==> src/rtl/path_seq_pkg.sv <==
// Shared constants and state encoding for path_sequencer.
// NODE_W / PATH_LEN / FILL_NODE match the path_planner result format.
package path_seq_pkg;

  localparam int unsigned NODE_W       = 5;
  localparam int unsigned PATH_LEN     = 10;
  localparam int unsigned FILL_NODE    = 27;
  localparam int unsigned START_NODE   = 0;
  localparam int unsigned QDEPTH       = 4;
  localparam int unsigned PLAN_TIMEOUT = 4095;

  typedef enum logic [2:0] {
    S_IDLE,
    S_REQ,
    S_PLAN,
    S_LOAD,
    S_STREAM
  } state_t;

endpackage

==> src/rtl/goal_fifo.sv <==
// goal_fifo: synchronous show-ahead FIFO with occupancy count and async reset.
// DEPTH must be a power of two so the pointers wrap naturally.
module goal_fifo #(
  parameter  int unsigned WIDTH = 5,
  parameter  int unsigned DEPTH = 4,
  localparam int unsigned CNT_W = $clog2(DEPTH + 1)
) (
  input  logic             clk,
  input  logic             rst,
  input  logic             push,
  input  logic [WIDTH-1:0] data_in,
  input  logic             pop,
  output logic [WIDTH-1:0] head,
  output logic             full,
  output logic             empty,
  output logic [CNT_W-1:0] count
);

  localparam int unsigned AW = (DEPTH > 1) ? $clog2(DEPTH) : 1;

  logic [WIDTH-1:0] mem [DEPTH];
  logic [AW-1:0]    wr_ptr;
  logic [AW-1:0]    rd_ptr;
  logic             do_push;
  logic             do_pop;

  assign do_push = push && !full;
  assign do_pop  = pop && !empty;
  assign full    = (count == CNT_W'(DEPTH));
  assign empty   = (count == '0);
  assign head    = mem[rd_ptr];

  // Pointers and occupancy; reset flushes the queue.
  always_ff @(posedge clk or posedge rst) begin
    if (rst) begin
      wr_ptr <= '0;
      rd_ptr <= '0;
      count  <= '0;
    end else begin
      if (do_push) wr_ptr <= wr_ptr + AW'(1);
      if (do_pop)  rd_ptr <= rd_ptr + AW'(1);
      count <= count + CNT_W'(do_push) - CNT_W'(do_pop);
    end
  end

  // Storage array, written only on an accepted push.
  always_ff @(posedge clk) begin
    if (do_push) mem[wr_ptr] <= data_in;
  end

endmodule

==> src/rtl/path_sequencer.sv <==
// path_sequencer: pops goals, requests a plan from path_planner for each,
// then streams the returned hops to the motion controller.
// Optional feature macro: PATH_SEQ_RETURN_HOME_EN (plan back to START_NODE
// whenever the goal queue drains away from home).
module path_sequencer #(
  parameter int unsigned NODE_W       = path_seq_pkg::NODE_W,
  parameter int unsigned PATH_LEN     = path_seq_pkg::PATH_LEN,
  parameter int unsigned FILL_NODE    = path_seq_pkg::FILL_NODE,
  parameter int unsigned START_NODE   = path_seq_pkg::START_NODE,
  parameter int unsigned QDEPTH       = path_seq_pkg::QDEPTH,
  parameter int unsigned PLAN_TIMEOUT = path_seq_pkg::PLAN_TIMEOUT
) (
  input  logic                       clk,
  input  logic                       rst,
  input  logic                       goal_valid,
  input  logic [NODE_W-1:0]          goal_node,
  output logic                       goal_ready,
  output logic                       pp_start,
  output logic [NODE_W-1:0]          pp_s_node,
  output logic [NODE_W-1:0]          pp_e_node,
  input  logic                       pp_done,
  input  logic [NODE_W*PATH_LEN-1:0] pp_final_path,
  output logic                       step_valid,
  output logic [NODE_W-1:0]          step_node,
  input  logic                       step_ready,
  output logic [NODE_W-1:0]          cur_node,
  output logic                       busy,
  output logic                       error
);

  import path_seq_pkg::*;

  localparam int unsigned PTR_W  = $clog2(PATH_LEN);
  localparam int unsigned TMO_W  = $clog2(PLAN_TIMEOUT + 1);
  localparam int unsigned CNT_W  = $clog2(QDEPTH + 1);
  localparam int unsigned PATH_W = NODE_W * PATH_LEN;

  localparam logic [NODE_W-1:0] FILL     = NODE_W'(FILL_NODE);
  localparam logic [NODE_W-1:0] HOME     = NODE_W'(START_NODE);
  localparam logic [TMO_W-1:0]  TMO_LAST = TMO_W'(PLAN_TIMEOUT - 1);

  state_t            state;
  logic [PATH_W-1:0] path_q;
  logic [PTR_W-1:0]  ptr;
  logic [TMO_W-1:0]  tmo_cnt;

  logic              fifo_pop;
  logic              fifo_full;
  logic              fifo_empty;
  logic [NODE_W-1:0] fifo_head;
  logic [CNT_W-1:0]  fifo_count;
  logic              home_req;

  logic [PTR_W-1:0]  top_idx;
  logic [NODE_W-1:0] top_node;
  logic [NODE_W-1:0] first_hop;
  logic [NODE_W-1:0] next_hop;

  goal_fifo #(
    .WIDTH (NODE_W),
    .DEPTH (QDEPTH)
  ) u_goal_fifo (
    .clk     (clk),
    .rst     (rst),
    .push    (goal_valid && goal_ready),
    .data_in (goal_node),
    .pop     (fifo_pop),
    .head    (fifo_head),
    .full    (fifo_full),
    .empty   (fifo_empty),
    .count   (fifo_count)
  );

  assign goal_ready = !fifo_full;
  // Every non-empty IDLE cycle consumes the head, including goals already at cur_node.
  assign fifo_pop   = (state == S_IDLE) && !fifo_empty;

`ifdef PATH_SEQ_RETURN_HOME_EN
  assign home_req = (fifo_count == '0) && (cur_node != HOME);
`else
  assign home_req = 1'b0;
`endif

  // Highest non-fill slot of the incoming path is the route source.
  always_comb begin
    top_idx = '0;
    for (int unsigned k = 0; k < PATH_LEN; k++) begin
      if (pp_final_path[NODE_W*k +: NODE_W] != FILL) top_idx = PTR_W'(k);
    end
  end

  // Slot lookups: source, first hop below it, and the hop after the current one.
  always_comb begin
    top_node  = pp_final_path[NODE_W*32'(top_idx) +: NODE_W];
    first_hop = '0;
    next_hop  = '0;
    if (top_idx != '0) first_hop = pp_final_path[NODE_W*32'(top_idx - PTR_W'(1)) +: NODE_W];
    if (ptr != '0)     next_hop  = path_q[NODE_W*32'(ptr - PTR_W'(1)) +: NODE_W];
  end

  // Sequencer FSM with registered outputs.
  always_ff @(posedge clk or posedge rst) begin
    if (rst) begin
      state      <= S_IDLE;
      pp_start   <= 1'b0;
      pp_s_node  <= '0;
      pp_e_node  <= '0;
      step_valid <= 1'b0;
      step_node  <= '0;
      cur_node   <= HOME;
      busy       <= 1'b0;
      error      <= 1'b0;
      path_q     <= '0;
      ptr        <= '0;
      tmo_cnt    <= '0;
    end else begin
      error <= 1'b0;
      case (state)
        S_IDLE: begin
          if (fifo_count != '0) begin
            if (fifo_head != cur_node) begin
              pp_s_node <= cur_node;
              pp_e_node <= fifo_head;
              pp_start  <= 1'b1;
              busy      <= 1'b1;
              tmo_cnt   <= '0;
              state     <= S_REQ;
            end
          end else if (home_req) begin
            pp_s_node <= cur_node;
            pp_e_node <= HOME;
            pp_start  <= 1'b1;
            busy      <= 1'b1;
            tmo_cnt   <= '0;
            state     <= S_REQ;
          end
        end
        S_REQ: begin
          if (!pp_done) begin
            pp_start <= 1'b0;
            tmo_cnt  <= '0;
            state    <= S_PLAN;
          end else if (tmo_cnt == TMO_LAST) begin
            pp_start <= 1'b0;
            error    <= 1'b1;
            busy     <= 1'b0;
            state    <= S_IDLE;
          end else begin
            tmo_cnt <= tmo_cnt + TMO_W'(1);
          end
        end
        S_PLAN: begin
          if (pp_done) begin
            state <= S_LOAD;
          end else if (tmo_cnt == TMO_LAST) begin
            error <= 1'b1;
            busy  <= 1'b0;
            state <= S_IDLE;
          end else begin
            tmo_cnt <= tmo_cnt + TMO_W'(1);
          end
        end
        S_LOAD: begin
          path_q <= pp_final_path;
          if ((top_idx == '0) || (top_node != cur_node)) begin
            error <= 1'b1;
            busy  <= 1'b0;
            state <= S_IDLE;
          end else begin
            ptr        <= top_idx - PTR_W'(1);
            step_node  <= first_hop;
            step_valid <= 1'b1;
            state      <= S_STREAM;
          end
        end
        S_STREAM: begin
          if (step_ready) begin
            cur_node <= step_node;
            if (ptr == '0) begin
              step_valid <= 1'b0;
              busy       <= 1'b0;
              state      <= S_IDLE;
            end else begin
              ptr       <= ptr - PTR_W'(1);
              step_node <= next_hop;
            end
          end
        end
        default: begin
          state <= S_IDLE;
        end
      endcase
    end
  end

endmodule
==> config.mk <==
export PLATFORM = sky130hd
export DESIGN_NAME = path_sequencer
export DESIGN_NICKNAME = d
export VERILOG_FILES = /design/src/rtl/path_seq_pkg.sv /design/src/rtl/goal_fifo.sv /design/src/rtl/path_sequencer.sv
export SDC_FILE = /design/constraint.sdc
export NUM_CORES = 1
export LEC_CHECK = 0
export CORE_MARGIN = 3
export CORE_UTILIZATION = 49
export DETAILED_ROUTE_END_ITERATION = 12
export PLACE_DENSITY_LB_ADDON = 0.1
export SLEW_MARGIN = 20
export SYNTH_ARGS = -nofsm -noshare
export SYNTH_HDL_FRONTEND = slang
export SYNTH_SLANG_ARGS = --single-unit
==> constraint.sdc <==
create_clock -name clk -period 8.6 [get_ports clk]
set_input_delay 2.58 -clock clk [delete_from_list [all_inputs] [get_ports clk]]
set_output_delay 2.58 -clock clk [all_outputs]
set_load 0.01 [all_outputs]
Yosys cells after proc, flatten, opt, wreduce, memory -nomap -nowiden --
Memories as Yosys holds them, arrays and structs flattened. Index checks and enable logic that the tools add are counted.
Word-level totals: bits in writable memories 20, flip-flop bits (word level) 100, word-level logic and storage cells 139, memories 1
Memories:
- u_goal_fifo.mem | words 4, width 5, rd ports 1, clocked after Yosys merged registers in 0, wr ports 1, line goal_fifo.sv:21 | logic [WIDTH-1:0] mem [DEPTH];
Operators by class: add/subtract/negate cells 9, equality and inequality tests 27, mux-type cells 55, multipliers 3, reduce and logical (&&, ||, !) cells 26, shift operators 3
Operators with widths (number):
- $shiftx 50x33->5 | 2
- $mux 12 | 5
- $shiftx 50x8->5 | 1
- $ne 5x5->1 const B | 9
- $mux 4 | 11
- $pmux 12 s3 | 1
- $mux 5 | 5
- $mux 3 | 8
- $reduce_and 4->1 | 5
- $mul 4x5->9 const A | 2
- $mux 1 | 18
- $pmux 3 s5 | 1
- $ne 2x2->1 const B | 7
- $add 12x1->12 const B | 1
- $eq 12x12->1 const B | 1
- $ne 5x5->1 | 2
- $pmux 5 s2 | 1
- $sub 4x1->5 const B | 2
- $logic_not 4->1 | 2
- $pmux 4 s2 | 1
- $reduce_and 8->1 | 1
- $reduce_bool 4->1 | 2
- $sub 4x1->4 const B | 2
- $mul 3x4->7 const A | 1
- other kinds (20) | 32

Longest topological paths before layout --
Gate-level depths: netlist of run 1.
word-level depth 16, depth in mapped cells 26

Cells and area by module --
Synthesis of run 1 repeated with hierarchy kept, for this count alone.
Second synthesis, totals: cells, all modules 1044, area, all modules 9973.3 sq um
Modules (own cells, without submodules):
- path_sequencer | area an instance 8794.7 sq um, cells an instance 974, seq. area each 2327.2 sq um, times used 1
- goal_fifo | area an instance 1178.6 sq um, cells an instance 70, seq. area each 775.7 sq um, times used 1

Worst setup path after synthesis of run 1 --
Ideal clock, no wire load.
kind input-to-reg, from input pp_final_path[47], to register step_node[4], required time 8.475 ns, library setup time 0.125 ns, stages on the path 25, slack 0.168 ns, data arrival time 8.308 ns, path through and4b_1 and2_1 buf_4 o211ai_4 a21o_1 buf_6 inv_1 buf_2 buf_2 clkbuf_1 ha_1 clkbuf_1 inv_1 clkbuf_1 buf_1 ha_1 xnor2_1 clkbuf_1 clkbuf_1 clkbuf_1 o221ai_1 o221ai_1 o2111ai_1 a211o_1 mux2_2
On the way: longest elaborated chain between the ends 8
Ends and longest elaborated chain:
- start, declared | line path_sequencer.sv:22 | input logic [NODE_W*PATH_LEN-1:0] pp_final_path,
- $ne 5x5->1 | line path_sequencer.sv:88 | if (pp_final_path[NODE_W*k +: NODE_W] != FILL) top_idx = PTR_W'(k);
- $mux 4 | line path_sequencer.sv:88
- $sub 4x1->5 or $mul 3x4->7 (tied branches) | line path_sequencer.sv:97, path_sequencer.sv:94
- $mul 4x5->9 or $shiftx 50x8->5 (tied branches) | line path_sequencer.sv:97, path_sequencer.sv:94
- $shiftx 50x33->5 or $ne 5x5->1 (tied branches) | line path_sequencer.sv:97, path_sequencer.sv:165
- $mux 5 or $logic_or 1x1->1 (tied branches) | line path_sequencer.sv:97, path_sequencer.sv:165
- $mux 5 or $ne 2x2->1 (tied branches)
- $pmux 5 s2 or $reduce_and 4->1 (tied branches)
- end signal, assigned | line path_sequencer.sv:171 | step_node <= first_hop;
- end signal, assigned | line path_sequencer.sv:185 | step_node <= next_hop;
- end, declared | line path_sequencer.sv:24 | output logic [NODE_W-1:0] step_node,
Parallel ways exist; a longest one is shown, timed or not. The select of a mux whose other input is x is not followed. A chain may end at the register's enable or synchronous reset.

Worst setup path in the final report of run 1 --
from input pp_final_path[35], to register step_node[4]
On the way: longest elaborated chain between the ends 10
Ends and longest elaborated chain (line):
- $ne 5x5->1 | path_sequencer.sv:88
- $mux 4 (3 in series) | path_sequencer.sv:88
- $sub 4x1->5 or $mul 3x4->7 (tied branches) | path_sequencer.sv:97, path_sequencer.sv:94
- $mul 4x5->9 or $shiftx 50x8->5 (tied branches) | path_sequencer.sv:97, path_sequencer.sv:94
- $shiftx 50x33->5 or $ne 5x5->1 (tied branches) | path_sequencer.sv:97, path_sequencer.sv:165
- $mux 5 or $logic_or 1x1->1 (tied branches) | path_sequencer.sv:97, path_sequencer.sv:165
- $mux 5 or $ne 2x2->1 (tied branches)
- $pmux 5 s2 or $reduce_and 4->1 (tied branches)
Parallel ways exist; a longest one is shown, timed or not. The select of a mux whose other input is x is not followed.

==> results_tabular.tex, run 1 <==
\begin{tabular}{lr}
\hline
Metric & Value \\
\hline
\multicolumn{2}{l}{\textbf{Logic synthesis}} \\
Top cells by area, synth & sky130\_fd\_sc\_hd\_\_dfrtp\_1 (25\%), sky130\_fd\_sc\_hd\_\_mux4\_2 (13\%), sky130\_fd\_sc\_hd\_\_nand2\_1 (9.7\%) \\
Count of flip-flops with a built-in enable after synthesis & 20 \\
Proportion of synthesized chip area in sequential cells & a little under a third \\
Commonest cells in the netlist & sky130\_fd\_sc\_hd\_\_nand2\_1 (263), sky130\_fd\_sc\_hd\_\_dfrtp\_1 (100), sky130\_fd\_sc\_hd\_\_mux2i\_1 (73) \\
Synth top area share & about a quarter \\
Primary flip-flop cell chosen by synthesis mapping & sky130\_fd\_sc\_hd\_\_dfrtp\_1 \\
Count of distinct cell types in the synthesized netlist & 80 \\
Synthesis-stage register bit count & 120 \\
Post-synthesis cell area & 10100 um2 \\
Syn. warnings & 0 \\
Net count after synthesis & 1209 \\
Leading cell type by number of instances after synthesis & sky130\_fd\_sc\_hd\_\_nand2\_1 \\
Synth area leader & sky130\_fd\_sc\_hd\_\_dfrtp\_1 \\
Synthesized netlist cell count & approximately 1100 \\
Fraction of synthesis flops using an asynchronous set or reset pin & 83.3\% \\
Avg Inst Size Synth & 9.04 um2 \\
\multicolumn{2}{l}{\textbf{Timing}} \\
Max-slew violations & 0 \\
Max Freq & 0.131 GHz \\
Worst hold slack across all endpoints & between 0.4 and 0.5 ns \\
Finish-stage setup viols & 0 \\
Final period demand of the worst path & 7.64 ns \\
Setup repair after global routing missed its margin & no \\
Final period util & 88.8\% \\
Worst-case headroom to the max-slew limit & between 20\% and 30\% \\
Final hold violations & 0 \\
Worst setup skew after layout & 0.0118 ns \\
Total Neg Setup Slack & 0 ns \\
Measured slew at the worst slew-check pin & approximately 1.1 ns \\
\multicolumn{2}{l}{\textbf{Drt}} \\
Post-route ant nets & 0 \\
Aggregate routed wire length & 32.6 mm \\
Routed vias & approximately 9400 \\
Routed length per instance & about 23 um \\
Number of detailed-route iterations in the first pass & 6 \\
Vias per cell & 6.49 \\
Count of routing violations after the opening detailed-route iteration & just over 1000 \\
DR DRC count & 0 \\
\multicolumn{2}{l}{\textbf{Clock tree}} \\
CTS Hold Buffers Added & 0 \\
Total clock buffers created by CTS & 17 \\
Clock tree root buffer cell & sky130\_fd\_sc\_hd\_\_clkbuf\_16 \\
Number of levels in the clock H-tree & 4 \\
Skew-Pair Late Insertion Delay & 0.41 ns \\
\# clock sinks & 120 \\
Resized cells post-CTS & 0 \\
Clock Path Buffers & 2 \\
Clock-pin slew on the worst setup and hold paths & 0.05 ns \\
Clock tree from TritonCTS & built \\
Post-CTS Setup Inserts & 0 \\
\multicolumn{2}{l}{\textbf{Pwr}} \\
Ratio of total power to cell area & 286 nW/um2 \\
Leak pwr & 4.95 nW \\
Maximum vdd drop & 0.000127 V \\
Power after layout & 0.00336 W \\
\multicolumn{2}{l}{\textbf{Floorplanning}} \\
Core region area & between 15000 and 20000 um2 \\
Placement Rows & slightly above 50 \\
Boundary pin count & 85 \\
Die extent in x & 150 um \\
Die area & 22500 um2 \\
Effective utilization at floorplan & 50.9\% \\
Die height & 150 um \\
\multicolumn{2}{l}{\textbf{Placed design}} \\
Total instance count after detailed placement & roughly 1400 \\
Routability congestion estimate from global placement & about 1 \\
Dpl hpwl & 24.3 mm \\
Count of buffers inserted at the top-level ports & 84 \\
\multicolumn{2}{l}{\textbf{Global routing}} \\
Antenna violations before repair & 0 \\
Global route total overflow & 0 \\
Global routing usage summed across all routing layers & roughly 30\% \\
Via count of the first global-routing pass & 9036 \\
Pin count of the biggest net entering global routing & 65 \\
Global-route wire length before repair & slightly above 50 mm \\
\multicolumn{2}{l}{\textbf{Setup path}} \\
Critical setup path kind & in -> reg \\
Launching element type of the critical path & input port \\
Required time at the endpoint of the critical path & approximately 8.9 ns \\
Maximum fanout along the worst path & 10 \\
Arrival time worst endpoint & 7.93 ns \\
Capturing element type of the critical path & flip-flop \\
\multicolumn{2}{l}{\textbf{Finish}} \\
Utilization after layout & 59.0\% \\
Number of standard cells in the layout, taps in and fillers out & 1449 \\
Final antenna diode count & 0 \\
Synth-to-layout area growth & 15.9\% \\
Number of nets in the finished design & $\sim$1300 \\
Share of final-layout standard cells stronger than drive strength 1 & 13.2\% \\
\multicolumn{2}{l}{\textbf{Hold path}} \\
Type of the worst min-delay path & reg -> reg \\
\multicolumn{2}{l}{\textbf{Flow run}} \\
Max\_cap viols & 0 \\
\multicolumn{2}{l}{\textbf{Status}} \\
Result of the run & finished, final reports clean \\
\hline
\end{tabular}
flip-flops by register name, summed over array words and instances (netlist names):
name / cells
busy: 1
cur_node: 5
error: 1
path_q: 50
pp_e_node: 5
pp_s_node: 5
pp_start: 1
ptr: 4
state: 3
step_node: 5
step_valid: 1
tmo_cnt: 12
u_goal_fifo.count: 3
u_goal_fifo.mem: 20
u_goal_fifo.rd_ptr: 2
u_goal_fifo.wr_ptr: 2
cell families (layout without fill, tap and decap cells):
logic type	after synthesis	in the layout	synth area share, %
compound gates	224	224	15.4
xor+xnor	29	29	2.51
fa+ha+maj	27	27	3.48
buf+inv	111	173	4.32
flops	120	120	30.6
mux	158	158	23.3
simple gates	453	453	20.4
final timing paths:
kind,from,to,slack [ns],depth (start not counted)
hold reg to reg,path_q[0]$_DFFE_PP0P_,path_q[0]$_DFFE_PP0P_,0.49,2
setup reg to reg,ptr[0]$_DFFE_PP0P_,step_node[2]$_DFFE_PP0P_,3.16,18
min in group asynchronous,rst,tmo_cnt[3]$_DFFE_PP0P_,2.55,2
setup / recovery,pp_final_path[35],step_node[4]$_DFFE_PP0P_,0.96,15
hold / removal,path_q[0]$_DFFE_PP0P_,path_q[0]$_DFFE_PP0P_,0.49,2
max in group asynchronous,rst,ptr[0]$_DFFE_PP0P_,4.83,3
critical path, cell delays in order:
cell and delay, ns:
sky130_fd_sc_hd__clkdlybuf4s50_1 0.68, sky130_fd_sc_hd__nand3b_1 0.25, sky130_fd_sc_hd__or4_1 0.65, sky130_fd_sc_hd__o21ai_1 0.49
sky130_fd_sc_hd__xnor2_1 0.18, sky130_fd_sc_hd__ha_1 0.22, sky130_fd_sc_hd__ha_1 0.33, sky130_fd_sc_hd__and2_1 0.18
sky130_fd_sc_hd__a32oi_1 0.28, sky130_fd_sc_hd__xor2_1 0.78, sky130_fd_sc_hd__a2111oi_0 0.18, sky130_fd_sc_hd__o221ai_1 0.32
sky130_fd_sc_hd__o2111ai_1 0.20, sky130_fd_sc_hd__a211o_1 0.31, sky130_fd_sc_hd__mux2_2 0.27
report_power, final:
| part | internal, W | switching (W) | total, W |
|---|---|---|---|
| registers | 0.000783 | 0.000223 | 0.00101 |
| clock network | 0.000408 | 0.000258 | 0.000666 |
| logic | 0.000812 | 0.000880 | 0.00169 |
| total | 0.00200 | 0.00136 | 0.00336 |
per-layer routing:
metal | vias up | GRT usage [%] | wire length (um)
met5 | - | 0 | 0
met4 | 0 | 11.2 | 1090
met3 | 81 | 7.09 | 3360
met2 | 521 | 41.5 | 13900
met1 | 4514 | 44.5 | 14300
li1 | 4285 | - | -
layout by cell type (no fill, tap or decap), types with 17 or more instances in the layout:
master	synthesis	final
sky130_fd_sc_hd__a211oi_1	21	21
sky130_fd_sc_hd__a21oi_1	37	37
sky130_fd_sc_hd__buf_4	1	25
sky130_fd_sc_hd__clkbuf_16	0	17
sky130_fd_sc_hd__clkdlybuf4s50_1	0	84
sky130_fd_sc_hd__dfrtp_1	100	99
sky130_fd_sc_hd__edfxtp_1	20	20
sky130_fd_sc_hd__ha_1	25	24
sky130_fd_sc_hd__inv_1	32	30
sky130_fd_sc_hd__mux2_2	24	24
sky130_fd_sc_hd__mux2i_1	73	73
sky130_fd_sc_hd__mux4_2	60	60
sky130_fd_sc_hd__nand2_1	263	263
sky130_fd_sc_hd__nand3_1	31	31
sky130_fd_sc_hd__nand4_1	17	17
sky130_fd_sc_hd__nor2_1	53	52
sky130_fd_sc_hd__nor3_1	18	18
sky130_fd_sc_hd__o21ai_0	44	44
sky130_fd_sc_hd__xnor2_1	18	17
through the flow:
step / setup WS, ns / instance area (um2)
floorplan: 0.168 / 10100
global placement: 0.649 / 11200
detailed placement: 0.741 / 11200
CTS: 1.15 / 11800
global route: 0.776 / 11800
finish: 0.960 / 11800
layout make-up:
class | count | area (um2)
fill | 1787 | 8160
multi-input combinational | 891 | 6620
sequential | 120 | 3100
timing repair buffer | 109 | 1030
clock buffer | 22 | 464
tap | 265 | 332
inverter | 34 | 130
clock inverter | 8 | 75.1
Note: power is estimated with default switching activity, not from simulation.
==> run 2, diff against run 1 <==
ABC_CLOCK_PERIOD_IN_PS = 8600   (was default)
CAP_MARGIN = 20   (was default)
==> results_tabular.tex, run 2 (synthesis results as in run 1) <==
\begin{tabular}{lr}
\hline
Metric & Value \\
\hline
\multicolumn{2}{l}{\textbf{Floorplanning}} \\
Core region area & 19900 um2 (unchanged) \\
Placement Rows & 51 (unchanged) \\
Die height & 150 um (unchanged) \\
Boundary pin count & 85 (unchanged) \\
Effective utilization at floorplan & 50.9\% (unchanged) \\
Die extent in x & 150 um (unchanged) \\
Die area & 22500 um2 (unchanged) \\
\multicolumn{2}{l}{\textbf{Drt}} \\
Number of detailed-route iterations in the first pass & 5 (was 6) \\
Aggregate routed wire length & 32.7 mm (was 32.6 mm) \\
Post-route ant nets & 0 (unchanged) \\
Routed vias & 9429 (was 9401) \\
Vias per cell & 6.50 (was 6.49) \\
Routed length per instance & 22.5 um (about the same) \\
Count of routing violations after the opening detailed-route iteration & 1000 (was 1012) \\
DR DRC count & 0 (unchanged) \\
\multicolumn{2}{l}{\textbf{Timing}} \\
Setup slack after layout & 0.933 ns (was 0.960 ns) \\
Max Freq & 0.130 GHz (was 0.131 GHz) \\
Measured slew at the worst slew-check pin & 1.02 ns (was 1.09 ns) \\
Final period util & 89.1\% (was 88.8\%) \\
Worst-case headroom to the max-slew limit & 32.2\% (was 27.4\%) \\
Finish-stage setup viols & 0 (unchanged) \\
Final period demand of the worst path & 7.67 ns (was 7.64 ns) \\
Setup repair after global routing missed its margin & no (unchanged) \\
Final hold violations & 0 (unchanged) \\
Max-slew violations & 0 (unchanged) \\
Worst setup skew after layout & 0.0130 ns (was 0.0118 ns) \\
Total Neg Setup Slack & 0 ns (unchanged) \\
\multicolumn{2}{l}{\textbf{Pwr}} \\
Internal cell power & 0.00201 W (was 0.00200 W) \\
Maximum vdd drop & 0.000128 V (was 0.000127 V) \\
Clock Power Share & 19.8\% (about the same) \\
Combinational share of power & 50.4\% (was 50.3\%) \\
Switching power of the nets & 0.00137 W (was 0.00136 W) \\
Sw Ratio & 40.5\% (was 40.4\%) \\
Power after layout & 0.00338 W (was 0.00336 W) \\
Ratio of total power to cell area & 287 nW/um2 (was 286 nW/um2) \\
Sequential share of power & 29.8\% (was 29.9\%) \\
Leak pwr & 4.96 nW (was 4.95 nW) \\
\multicolumn{2}{l}{\textbf{Clock tree}} \\
Resized cells post-CTS & 0 (unchanged) \\
Clock-pin slew on the worst setup and hold paths & 0.05 ns (about the same) \\
Clock tree root buffer cell & sky130\_fd\_sc\_hd\_\_clkbuf\_16 (unchanged) \\
Number of levels in the clock H-tree & 4 (unchanged) \\
Skew-Pair Late Insertion Delay & 0.41 ns (about the same) \\
Clock Path Buffers & 2 (unchanged) \\
Post-CTS Setup Inserts & 0 (unchanged) \\
Total clock buffers created by CTS & 17 (unchanged) \\
Clock tree from TritonCTS & built (unchanged) \\
CTS Hold Buffers Added & 0 (unchanged) \\
\# clock sinks & 120 (unchanged) \\
\multicolumn{2}{l}{\textbf{Finish}} \\
Most common cell after layout, fill and taps aside & sky130\_fd\_sc\_hd\_\_nand2\_1 (unchanged) \\
Number of flip-flops in the largest register & 50 (unchanged) \\
Final antenna diode count & 0 (unchanged) \\
Commonest cells after routing, fill and taps aside & sky130\_fd\_sc\_hd\_\_nand2\_1 (263), sky130\_fd\_sc\_hd\_\_dfrtp\_1 (99), sky130\_fd\_sc\_hd\_\_clkdlybuf4s50\_1 (84), sky130\_fd\_sc\_hd\_\_mux2i\_1 (73), sky130\_fd\_sc\_hd\_\_mux4\_2 (60) (unchanged) \\
Most flop-heavy register & path\_q (unchanged) \\
Area of the multi-input gates & 6620 um2 (unchanged) \\
Fill cell count & 1782 (was 1787) \\
Seq. cell area & 3100 um2 (unchanged) \\
Share of final-layout standard cells stronger than drive strength 1 & 13.2\% (about the same) \\
Synth-to-layout area growth & 16.1\% (was 15.9\%) \\
Number of nets in the finished design & 1261 (was 1260) \\
Largest registers & path\_q x50, u\_goal\_fifo.mem x20, tmo\_cnt x12 (unchanged) \\
\multicolumn{2}{l}{\textbf{Setup path}} \\
Required time at the endpoint of the critical path & 8.89 ns (about the same) \\
Dominant cell type by count on the critical path & sky130\_fd\_sc\_hd\_\_ha\_1 (unchanged) \\
Slowest Stage Delay on Critical Path & 0.77 ns (was 0.78 ns) \\
Buffers \& Inverters on Critical Path & 1 (unchanged) \\
Slowest cell on the critical path & sky130\_fd\_sc\_hd\_\_xor2\_1 (unchanged) \\
Category of cells accounting for the largest share of critical-path delay & compound AO/OA/AOI/OAI gates (unchanged) \\
Arrival time worst endpoint & 7.95 ns (was 7.93 ns) \\
Maximum fanout along the worst path & 10 (unchanged) \\
Cells traversed along the worst timing path & clkdlybuf4s50\_1 > nand3b\_1 > or4\_1 > o21ai\_1 > xnor2\_1 > ha\_1 > ha\_1 > and2\_1 > a32oi\_1 > xor2\_1 > a2111oi\_0 > o221ai\_1 > o2111ai\_1 > a211o\_1 > mux2\_2 (unchanged) \\
Launching element type of the critical path & input port (unchanged) \\
Critical setup path kind & in -> reg (unchanged) \\
Capturing element type of the critical path & flip-flop (unchanged) \\
\multicolumn{2}{l}{\textbf{Placed design}} \\
Routability congestion estimate from global placement & 1.01 (unchanged) \\
Dpl hpwl & 24.3 mm (unchanged) \\
Worst-case setup slack after placement & 0.741 ns (unchanged) \\
Count of buffers inserted at the top-level ports & 84 (unchanged) \\
\multicolumn{2}{l}{\textbf{Global routing}} \\
Global routing usage summed across all routing layers & 29.7\% (unchanged) \\
Global-route wire length before repair & 51.7 mm (unchanged) \\
Antenna violations before repair & 0 (unchanged) \\
Via count of the first global-routing pass & 9036 (unchanged) \\
Pin count of the biggest net entering global routing & 65 (unchanged) \\
Global route total overflow & 0 (unchanged) \\
\multicolumn{2}{l}{\textbf{Status}} \\
Result of the run & finished, final reports clean (unchanged) \\
\multicolumn{2}{l}{\textbf{Hold path}} \\
Type of the worst min-delay path & reg -> reg (unchanged) \\
\multicolumn{2}{l}{\textbf{Flow run}} \\
Max\_cap viols & 0 (unchanged) \\
\hline
\end{tabular}
## run 2: cell types whose count changed in the layout (fill, tap and decap cells not counted), sizes merged
cell	previous run	this run
buf	25	26
## run 2: power by group through the flow
stage                     clock network (W)  logic (W)  registers, W
after CTS                          0.000680    0.00168       0.00100
after global routing               0.000706    0.00187       0.00104
final                              0.000669    0.00170       0.00101
after global placement                    0    0.00166       0.00100
after floorplan                           0    0.00129      0.000932
after detailed placement                  0    0.00167       0.00101
## run 2: stage by stage
step | hold slack, ns | cells | util [%] | cell area, um2
2_1_floorplan | 0.440 | 1122 | - | 10100
3_3_place_gp | 0.457 | 1419 | 56.3 | 11200
3_5_place_dp | 0.471 | 1419 | 56.3 | 11200
5_1_grt | 0.521 | 1450 | 59.1 | 11800
6_report | 0.485 | 1450 | 59.1 | 11800
4_1_cts | 0.485 | 1449 | 59.0 | 11800
## run 2: cell type report
| class | count | share of cell area (%) |
|---|---|---|
| clock buffer | 22 | 3.94 |
| clock inverter | 8 | 0.638 |
| inverter | 34 | 1.11 |
| multi-input combinational | 891 | 56.2 |
| sequential | 120 | 26.4 |
| tap | 265 | 2.82 |
| timing repair buffer | 110 | 8.91 |
## run 2: path summary, 6_finish.rpt
path,start,to,slack (ns),cells past startpoint
setup / recovery,pp_final_path[35],step_node[4]$_DFFE_PP0P_,0.93,15
hold / removal,path_q[0]$_DFFE_PP0P_,path_q[0]$_DFFE_PP0P_,0.49,2
setup reg to reg,ptr[0]$_DFFE_PP0P_,step_node[2]$_DFFE_PP0P_,3.17,18
hold reg to reg,path_q[0]$_DFFE_PP0P_,path_q[0]$_DFFE_PP0P_,0.49,2
max in group asynchronous,rst,ptr[0]$_DFFE_PP0P_,4.82,3
min in group asynchronous,rst,tmo_cnt[6]$_DFFE_PP0P_,2.55,2
## run 2: worst min-delay path: cells and delay by family (launching register included)
family,cells,cell delay [ns]
simple gates,2,0.10
flops,1,0.35
## run 2: per-layer routing
layer / track usage, % / vias to the layer above / wire, um
met5: 0 / - / 0
met4: 11.2 / 0 / 1050
met3: 7.09 / 77 / 3250
met2: 41.5 / 504 / 13900
met1: 44.5 / 4570 / 14400
li1: - / 4278 / -
